--- config.mk ---
export PLATFORM = sky130hd
export DESIGN_NAME = seg_scan_mux
export DESIGN_NICKNAME = d
export VERILOG_FILES = /design/src/rtl/seg_pkg.sv /design/src/rtl/bin2bcd_seq.sv /design/src/rtl/seg_scan_mux.sv
export SDC_FILE = /design/constraint.sdc
export NUM_CORES = 1
export LEC_CHECK = 0
export CORE_MARGIN = 4
export CORE_UTILIZATION = 40
export CTS_CLUSTER_DIAMETER = 40
export DETAILED_ROUTE_END_ITERATION = 7
export PLACE_DENSITY = 0.71
export SYNTH_ARGS = -nofsm -noshare
export SYNTH_HDL_FRONTEND = slang
export SYNTH_SLANG_ARGS = --single-unit
--- constraint.sdc ---
create_clock -name clk1000 -period 1.95 [get_ports clk1000]
set_input_delay 0.39 -clock clk1000 [delete_from_list [all_inputs] [get_ports clk1000]]
set_output_delay 0.39 -clock clk1000 [all_outputs]
set_load 0.02 [all_outputs]
--- src/rtl/seg_pkg.sv ---
// seg_pkg: shared constants, converter state encoding and the position-count
// helper for the seg_scan_mux display scanner.
package seg_pkg;

    // Nibble codes understood by the board's 7-segment decoder.
    localparam logic [3:0] SEP_CODE_DEF   = 4'hF;
    localparam logic [3:0] BLANK_CODE_DEF = 4'hA;

    // Converter sequencing states.
    typedef enum logic [2:0] {
        IDLE,
        LOAD,
        SHIFT,
        NEXT,
        COMMIT
    } conv_state_t;

    // Two digits per field plus one separator between neighbouring fields.
    function automatic int ndig(input int fields);
        return 3 * fields - 1;
    endfunction

endpackage

--- src/rtl/bin2bcd_seq.sv ---
// bin2bcd_seq: iterative double-dabble binary to BCD converter, one bit per
// clock.
//   i_clk, i_rst : clock, synchronous active-high reset
//   i_start      : load i_bin and begin converting (ignored bits are cleared)
//   i_bin        : binary value to convert
//   o_done       : high during the final shift cycle; o_bcd/o_ovf are valid
//                  from the following cycle until the next i_start
//   o_bcd        : {tens, units} BCD digits
//   o_ovf        : value was above 99 (hundreds digit or beyond non-zero)
module bin2bcd_seq #(
    parameter int FIELD_W = 8
) (
    input  logic               i_clk,
    input  logic               i_rst,
    input  logic               i_start,
    input  logic [FIELD_W-1:0] i_bin,
    output logic               o_done,
    output logic [7:0]         o_bcd,
    output logic               o_ovf
);

    localparam int CW = $clog2(FIELD_W);

    logic [FIELD_W-1:0] r_sh;
    logic [11:0]        r_bcd;
    logic               r_sticky;
    logic               r_busy;
    logic [CW-1:0]      r_cnt;
    logic [11:0]        w_adj;
    logic               w_last;

    // Add 3 to every nibble that would reach 10 or more after the shift.
    generate
        for (genvar gi = 0; gi < 3; gi++) begin : g_adj
            assign w_adj[gi*4 +: 4] = (r_bcd[gi*4 +: 4] >= 4'd5) ?
                                      r_bcd[gi*4 +: 4] + 4'd3 : r_bcd[gi*4 +: 4];
        end
    endgenerate

    assign w_last = r_busy && (r_cnt == CW'(FIELD_W - 1));

    always_ff @(posedge i_clk) begin
        if (i_rst) begin
            r_sh     <= '0;
            r_bcd    <= '0;
            r_sticky <= 1'b0;
            r_busy   <= 1'b0;
            r_cnt    <= '0;
        end else if (i_start) begin
            r_sh     <= i_bin;
            r_bcd    <= '0;
            r_sticky <= 1'b0;
            r_busy   <= 1'b1;
            r_cnt    <= '0;
        end else if (r_busy) begin
            r_bcd    <= {w_adj[10:0], r_sh[FIELD_W-1]};
            r_sh     <= {r_sh[FIELD_W-2:0], 1'b0};
            // Only three nibbles are kept; a carry out of the hundreds
            // digit means the value reached 1000 and must still flag ovf.
            r_sticky <= r_sticky | w_adj[11];
            r_cnt    <= r_cnt + CW'(1);
            if (w_last) begin
                r_busy <= 1'b0;
            end
        end
    end

    assign o_done = w_last;
    assign o_bcd  = r_bcd[7:0];
    assign o_ovf  = r_sticky | (r_bcd[11:8] != 4'd0);

endmodule

--- src/rtl/seg_scan_mux.sv ---
// seg_scan_mux: multiplexed 7-segment scanner for FIELDS binary fields.
//   clk1000  : scan/system clock
//   rst      : synchronous active-high reset
//   bus      : packed fields, field FIELDS-1 (MSBs) shown leftmost
//   blink_en : per-field blink enable
//   num      : BCD digit, separator or blank code for the current position
//   wx       : active-low one-cold digit enables, MSB = leftmost position
//   ovf      : per-field "value above 99" from the last commit
//   frame    : one-cycle pulse while position 0 is being driven
module seg_scan_mux
    import seg_pkg::*;
#(
    parameter int         FIELDS      = 3,
    parameter int         FIELD_W     = 8,
    parameter int         DIV         = 1,
    parameter int         BLINK_TICKS = 250,
    parameter logic [3:0] SEP_CODE    = SEP_CODE_DEF,
    parameter logic [3:0] BLANK_CODE  = BLANK_CODE_DEF,
    localparam int        NDIG        = ndig(FIELDS)
) (
    input  logic                      clk1000,
    input  logic                      rst,
    input  logic [FIELDS*FIELD_W-1:0] bus,
    input  logic [FIELDS-1:0]         blink_en,
    output logic [3:0]                num,
    output logic [NDIG-1:0]           wx,
    output logic [FIELDS-1:0]         ovf,
    output logic                      frame
);

    localparam int FW   = $clog2(FIELDS + 1);
    localparam int PW   = (DIV > 1) ? $clog2(DIV) : 1;
    localparam int BW   = (BLINK_TICKS > 1) ? $clog2(BLINK_TICKS) : 1;
    localparam int POSW = $clog2(NDIG);

    // ---------------- converter sequencing ----------------
    conv_state_t               r_state, w_state_next;
    logic [FIELDS*FIELD_W-1:0] r_shadow;
    logic [FW-1:0]             r_f;
    logic [FW-1:0]             w_f_inc;
    logic [FIELDS*8-1:0]       r_stage, r_com;
    logic [FIELDS-1:0]         r_stage_ovf, r_com_ovf;
    logic                      w_start;
    logic [FIELD_W-1:0]        w_start_val;
    logic                      w_core_done;
    logic [7:0]                w_core_bcd;
    logic                      w_core_ovf;
    logic [FIELD_W-1:0]        w_shadow_field [FIELDS];

    generate
        for (genvar gi = 0; gi < FIELDS; gi++) begin : g_fields
            assign w_shadow_field[gi] = r_shadow[gi*FIELD_W +: FIELD_W];
        end
    endgenerate

    assign w_f_inc = r_f + FW'(1);

    bin2bcd_seq #(.FIELD_W(FIELD_W)) u_core (
        .i_clk   (clk1000),
        .i_rst   (rst),
        .i_start (w_start),
        .i_bin   (w_start_val),
        .o_done  (w_core_done),
        .o_bcd   (w_core_bcd),
        .o_ovf   (w_core_ovf)
    );

    // Field 0 is started straight from the bus in the same cycle the shadow
    // captures it, so both see the identical snapshot.
    always_comb begin
        w_state_next = r_state;
        w_start      = 1'b0;
        w_start_val  = '0;
        case (r_state)
            IDLE: begin
                w_state_next = LOAD;
                w_start      = 1'b1;
                w_start_val  = bus[FIELD_W-1:0];
            end
            LOAD:  w_state_next = SHIFT;
            SHIFT: if (w_core_done) w_state_next = NEXT;
            NEXT: begin
                if (r_f == FW'(FIELDS - 1)) begin
                    w_state_next = COMMIT;
                end else begin
                    w_state_next = SHIFT;
                    w_start      = 1'b1;
                    for (int i = 0; i < FIELDS; i++) begin
                        if (w_f_inc == FW'(i)) w_start_val = w_shadow_field[i];
                    end
                end
            end
            COMMIT:  w_state_next = IDLE;
            default: w_state_next = IDLE;
        endcase
    end

    always_ff @(posedge clk1000) begin
        if (rst) begin
            r_state     <= IDLE;
            r_f         <= '0;
            r_shadow    <= '0;
            r_stage     <= '0;
            r_stage_ovf <= '0;
            r_com       <= '0;
            r_com_ovf   <= '0;
        end else begin
            r_state <= w_state_next;
            case (r_state)
                IDLE: begin
                    r_shadow <= bus;
                    r_f      <= '0;
                end
                NEXT: begin
                    for (int i = 0; i < FIELDS; i++) begin
                        if (r_f == FW'(i)) begin
                            r_stage[i*8 +: 8] <= w_core_ovf ? 8'h99 : w_core_bcd;
                            r_stage_ovf[i]    <= w_core_ovf;
                        end
                    end
                    r_f <= w_f_inc;
                end
                COMMIT: begin
                    r_com     <= r_stage;
                    r_com_ovf <= r_stage_ovf;
                end
                default: ;
            endcase
        end
    end

    // ---------------- scan ----------------
    logic [PW-1:0]   r_pre;
    logic [POSW-1:0] r_pos;
    logic [BW-1:0]   r_bcnt;
    logic            r_phase;
    logic [3:0]      r_num;
    logic [NDIG-1:0] r_wx;
    logic            r_frame;
    logic            w_tick;
    logic [FW-1:0]   w_fld;
    logic [1:0]      w_sub;
    logic [3:0]      w_num_next;
    logic [NDIG-1:0] w_wx_next;

    assign w_tick = (r_pre == PW'(DIV - 1));

    generate
        for (genvar gi = 0; gi < NDIG; gi++) begin : g_wx
            assign w_wx_next[gi] = (r_pos != POSW'(NDIG - 1 - gi));
        end
    endgenerate

    always_comb begin
        w_fld = FW'(FIELDS - 1 - int'(r_pos) / 3);
        w_sub = 2'(int'(r_pos) % 3);
        if (w_sub == 2'd2) begin
            w_num_next = SEP_CODE;
        end else if (r_phase && blink_en[w_fld]) begin
            w_num_next = BLANK_CODE;
        end else if (w_sub == 2'd0) begin
            w_num_next = r_com[int'(w_fld)*8 + 4 +: 4];
        end else begin
            w_num_next = r_com[int'(w_fld)*8 +: 4];
        end
    end

    always_ff @(posedge clk1000) begin
        if (rst) begin
            r_pre   <= '0;
            r_pos   <= '0;
            r_bcnt  <= '0;
            r_phase <= 1'b0;
            r_num   <= BLANK_CODE;
            r_wx    <= '1;
            r_frame <= 1'b0;
        end else begin
            r_pre   <= w_tick ? '0 : r_pre + PW'(1);
            r_frame <= 1'b0;
            if (w_tick) begin
                r_num   <= w_num_next;
                r_wx    <= w_wx_next;
                r_frame <= (r_pos == '0);
                r_pos   <= (r_pos == POSW'(NDIG - 1)) ? '0 : r_pos + POSW'(1);
                if (r_bcnt == BW'(BLINK_TICKS - 1)) begin
                    r_bcnt  <= '0;
                    r_phase <= ~r_phase;
                end else begin
                    r_bcnt <= r_bcnt + BW'(1);
                end
            end
        end
    end

    assign num   = r_num;
    assign wx    = r_wx;
    assign frame = r_frame;
    assign ovf   = r_com_ovf;

endmodule

# Word level (Yosys, flattened, before mapping)
# Index checks and enable logic that the tools add are counted.
[op_classes]
addsub = 10
multipliers = 0
div = 2
n_lt_le_gt_ge = 4
n_eq_ne = 20
shifts = 2
muxes = 27
n_bitwise = 4
reduce_logical = 18
[ops]
columns = ["operator", "count"]
rows = [
  ["8-bit 2-to-1 mux", 8],
  ["4-bit by 3-bit divider with 32-bit output (second input constant)", 1],
  ["4-bit by 3-bit modulo with 32-bit output (second input constant)", 1],
  ["4-bit 2-to-1 mux", 6],
  ["24-bit by 6-bit indexed part select with 4-bit output", 1],
  ["24-bit by 7-bit indexed part select with 4-bit output", 1],
  ["8-bit one-hot mux with 2 select lines", 1],
  ["4-bit by 2-bit adder with 4-bit output (second input constant)", 3],
  ["4-bit by 3-bit greater-or-equal comparator with 1-bit output (second input constant)", 3],
  ["3-bit != test (second input constant)", 4],
  ["3-bit one-hot mux with 4 select lines", 1],
  ["3-bit equality test (second input constant)", 3],
  ["3-bit 2-to-1 mux", 3],
  ["8-bit by 1-bit adder with 8-bit output (second input constant)", 1],
  ["8-bit equality test (second input constant)", 1],
  ["2-bit AND reduction", 4],
  ["3-bit by 1-bit adder with 3-bit output (second input constant)", 2],
  ["5-bit by 3-bit adder with 6-bit output (second input constant)", 1],
  ["2-bit equality test (second input constant)", 3],
  ["3-bit by 2-bit equality test with 1-bit output (second input constant)", 2],
  ["2-bit logical NOT", 3],
  ["3-bit logical NOT", 2],
  ["3-bit by 2-bit != test with 1-bit output (second input constant)", 2],
  ["2-bit OR reduction", 3],
  ["18 further kinds", 27],
]
[word_totals]
ff_bits = 134
latch_bits = 0
mem_bits_rw = 0
rom_bits = 0
input_bits = 29
out_inout_bits = 16
elab_cells = 110
mem_count = 0

# Logic depth before layout (Yosys ltp)
[depth]
ltp_word = 8
mapped_depth = 10
depth_no_buf = 8

# By module
# From an unflattened synthesis, not the netlist that was laid out.
[unflattened]
cells_unflattened = 796
hier_area_um2 = 6237.2
[modules_own_cells]
columns = ["mod", "n_inst", "cells_each", "area_per_inst_um2", "seq_area_each_um2"]
rows = [
  ["seg_scan_mux", 1, 624, 4837.1, 2182.1],
  ["bin2bcd_seq", 1, 172, 1400.1, 500.5],
]

# Worst setup path after synthesis
# No wires, ideal clock.
[synth_path]
kind = "reg2reg"
from = "register r_pos[2]"
to = "register r_num[0], in the netlist num[0]"
setup_time_ns = 0.092
arrival_ns = 1.907
t_required_ns = 1.858
slack_ns = -0.049
stages_incl_launch_ff = 11
n_path_buf = 2
period_less_slack_ns = 1.999
cell_sequence = "dfxtp_1 buf_2 nand2b_1 inv_1 ha_1 buf_6 mux2_4 and3_4 nor4_4 o21ai_1 o32ai_1"
[synth_via]
elab_chain_cells = 7
word_cells_on_any_way = 14
cone_classes = "add/sub (2); div (2); eq/ne (1); shift (2); mux (5); reduce/logical (2)"
[synth_lines]
columns = ["element", "line", "rtl"]
rows = [
  ["start: declaration", "seg_scan_mux.sv:134", "logic [POSW-1:0] r_pos;"],
  ["start signal: assignment", "seg_scan_mux.sv:184", "r_pos <= (r_pos == POSW'(NDIG - 1)) ? '0 : r_pos + POSW'(1);"],
  ["4-bit by 3-bit divider with 32-bit output", "seg_scan_mux.sv:155", "w_fld = FW'(FIELDS - 1 - int'(r_pos) / 3);"],
  ["2-bit subtractor", "seg_scan_mux.sv:155", ""],
  ["5-bit by 3-bit adder with 6-bit output / 1-bit binary-select mux with 2-bit select (equally long branches)", "seg_scan_mux.sv:162, seg_scan_mux.sv:159", ""],
  ["24-bit by 7-bit indexed part select with 4-bit output / 1-bit 2-to-1 mux (equally long branches)", "seg_scan_mux.sv:162, seg_scan_mux.sv:159", ""],
  ["4-bit 2-to-1 mux / 1-bit logical AND (equally long branches)", "seg_scan_mux.sv:161, seg_scan_mux.sv:159", ""],
  ["4-bit 2-to-1 mux", "seg_scan_mux.sv:159", "end else if (r_phase && blink_en[w_fld]) begin"],
  ["4-bit 2-to-1 mux *", "seg_scan_mux.sv:157", "if (w_sub == 2'd2) begin"],
  ["end signal: assignment", "seg_scan_mux.sv:181", "r_num <= w_num_next;"],
  ["end: declaration", "seg_scan_mux.sv:137", "logic [3:0] r_num;"],
]
# Mark *: on every way between the ends. The rest lies on a longest branch, timed or not. The select of a mux whose other input is x is not followed.
# A chain may end at the register's enable or synchronous reset.

# Worst setup path in the final report
# Same ends and word-level chain as after synthesis.

==> results.toml <==
[placed_design]
portBuffers = 44
hpwlAfterDp_um = 8390
postPlaceCellArea_um2 = 6620
gp_congestion = 0.882

[sta]
fin_setup_tns_ns = 0
fin_worst_skew_ns = 0.00884
hold_violations = 0
drv_slew = 0
setup_violations = 0
max_slew_margin_pct = 37.7
fin_crit_ns = 1.77
max_freq_ghz = 0.564
worst_pin_slew_ns = 0.933
rsz0062_at_grt = "false"
fin_crit_sh_pct = 91.0

[global_routing]
track_usage_pct = 15.7
grt_max_degree = 48
overflow = 0
grt_pass1_wl_um = 21700
grt_pass1_vias = 4682
antenna_found_initial = 0

[drt]
route.met3.wl_um = 585
wirelength_um = 12600
vias = 4918
dr.pass1.iters = 6
drt_iter0_markers = 405
vias_per_cell = 5.08
wl_met1_um = 5870
wl_per_cell_um = 13.0
post-route-drc-count = 0
ant_nets = 0
wl_met2_um = 5940
dr.max_layer_used = "met4"

[synthesis]
syn_area_um2 = 5950
synth_edf_count = 0
synth-seq-area-share_pct = 45.1
avgSynthCellArea_um2 = 8.12
postSynth.asyncResetShare_pct = 0
syn_nets = 786
yosys.cell_types.count = 52
yosysWarnings = 0
synth_seq_cells = 134
synth_top_flop_cell = "dfxtp_1"
netlist_instances = 733

[status]
outcome = "completed"

[power]
powerDensity_nw_per_um2 = 933
peakVddDrop_mv = 0.538
power.leakage_nw = 2.65

[critical_path]
critical_path_class = "reg -> reg"
crit_arrival_ns = 2.07
cp-end-kind = "register"
reg2reg_depth = 8
rr_startpoint = "r_pos[2]"
r2r_end = "num[0]"
critPathLaunchType = "register"
worstPathRequired_ns = 2.24
cp_max_fo = 3
reg2reg_slack_ns = 0.18

[clocking]
root_buffer = "clkbuf_16"
cts_tree = "done"
cts_max_level = 4
clock_path_buffers = 2
insertion_delay_ns = 0.42
cts_sinks = 134
numCtsBuffers = 17
clkTransAtPathRegs_ns = 0.06

[cells_and_area]
final_area_um2 = 7240
drive_gt1_share_pct = 9.17
diodes = 0
syn2layout_area_growth_pct = 21.7
nets = 825

[hold_path]
hold_depth = 2
hold_class = "in -> reg"
min_from = "rst"
whs_endpoint = "r_phase"

[die]
die_w_um = 130
rows = 44
die_h_um = 130
design.core.area_um2 = 14500
io_pins = 45
start_util_pct = 41.0
die_area_um2 = 16900

[job]
drv_cap = 0
==> synthesized netlist by cell type (10+ instances only) <==
cell      number  area share (%)
a21oi_1       99             8.3
buf_2         17             1.4
nand2b_1      18             1.9
nand3_1       24             2.0
o21ai_1       10            0.84
ha_1          24             5.0
o21ai_0       17             1.4
nor2_1        59             3.7
dfxtp_1      134              45
inv_1         21             1.3
nor2b_1       11             1.2
nand2_1      154             9.7
clkbuf_1      27             1.7
xnor2_1       10             1.5
a211oi_1      15             1.9
==> metal layers <==
metal,vias up,global-route usage [%]
met2,104,25.3
met3,21,4.30
li1,2571,-
met5,-,0
met4,0,6.11
met1,2222,20.1
==> cell type report <==
cell class / count / area, um^2
Sequential cell: 134 / 2680
Fill cell: 1388 / 7290
Timing Repair Buffer: 66 / 628
Clock inverter: 14 / 174
Clock buffer: 18 / 429
Tap cell: 184 / 230
Multi-Input combinational cell: 532 / 3020
Inverter: 21 / 78.8
==> worst max-delay path, cell delays in order, from the launching register on <==
cell      delay (ns)
dfxtp_2         0.32
nand2b_4        0.14
inv_2           0.07
ha_4            0.19
nor2b_1         0.19
mux2_2          0.38
a21oi_1         0.14
o21bai_1        0.12
o32ai_1         0.10
==> worst max path at each step <==
stage                      startpoint  endpoint  slack [ns]  cells after the start
after global routing         r_pos[2]    num[0]        0.05                      8
after floorplan              r_pos[2]    num[0]       0.005                     10
final                        r_pos[2]    num[0]        0.18                      8
after detailed placement     r_pos[2]    num[0]        0.05                      8
after CTS                    r_pos[2]    num[0]        0.03                      8
after global placement    blink_en[1]    num[0]        0.07                      6
==> logic make-up after synthesis <==
group / after synthesis / share of synthesized area, %
and+or+nand+nor: 304 / 23.6
muxes: 10 / 1.79
buffers and inverters: 67 / 4.71
DFF: 134 / 45.1
xor gates and xnor gates: 15 / 2.21
other: 1 / 0.0630
adders and majority gates: 24 / 5.04
AOI/OAI and AO/OA: 178 / 17.6
==> layout by cell type (no fill, tap or decap), drive strengths merged, types with 4 or more instances in the layout <==
cell	count
a211oi	15
a21o	4
a21oi	99
a311oi	7
and3	6
and3b	8
buf	23
clkbuf	18
clkdlybuf4s50	43
clkinvlp	4
dfxtp	134
ha	24
inv	25
mux2i	8
nand2	154
nand2b	18
nand3	24
nor2	59
nor2b	11
nor3	5
o211ai	5
o21ai	27
o2bb2ai	4
or2	6
xnor2	10
xor2	5
==> registers in the layout, indices dropped and copies added, names as in the netlist, 2 cells and up <==
register / count
r_com: 24
r_shadow: 24
wx: 8
r_f: 2
u_core.r_sh: 8
r_bcnt: 8
num: 4
r_stage_ovf: 3
r_state: 3
r_stage: 24
u_core.r_bcd: 12
ovf: 3
u_core.r_cnt: 3
r_pos: 3
==> stage by stage <==
stage	worst slack (ns)	util (%)	hold slack [ns]	std cells	total power, mW
final	0.176	49.8	0.377	969	6.76
after global routing	0.0459	49.8	0.395	969	7.03
after CTS	0.0311	49.7	0.358	969	6.81
after detailed placement	0.0496	45.5	0.445	937	3.57
after global placement	0.0685	45.5	0.438	937	3.56
after floorplan	0.00530	-	0.431	733	3.37
==> report_power, final <==
part / leakage (nW) / switching [mW] / internal [mW]
sequential: 1.09 / 0.0794 / 2.85
combinational: 1.28 / 0.330 / 0.263
clock: 0.284 / 1.22 / 2.02
total: 2.65 / 1.63 / 5.13
==> what timing repair did <==
action,in CTS,in global routing
setup endpoints to repair,0,9
hold buffers,0,0
buffers inserted,0,0
resized for setup,0,8
(Power assumes the default switching activity.)
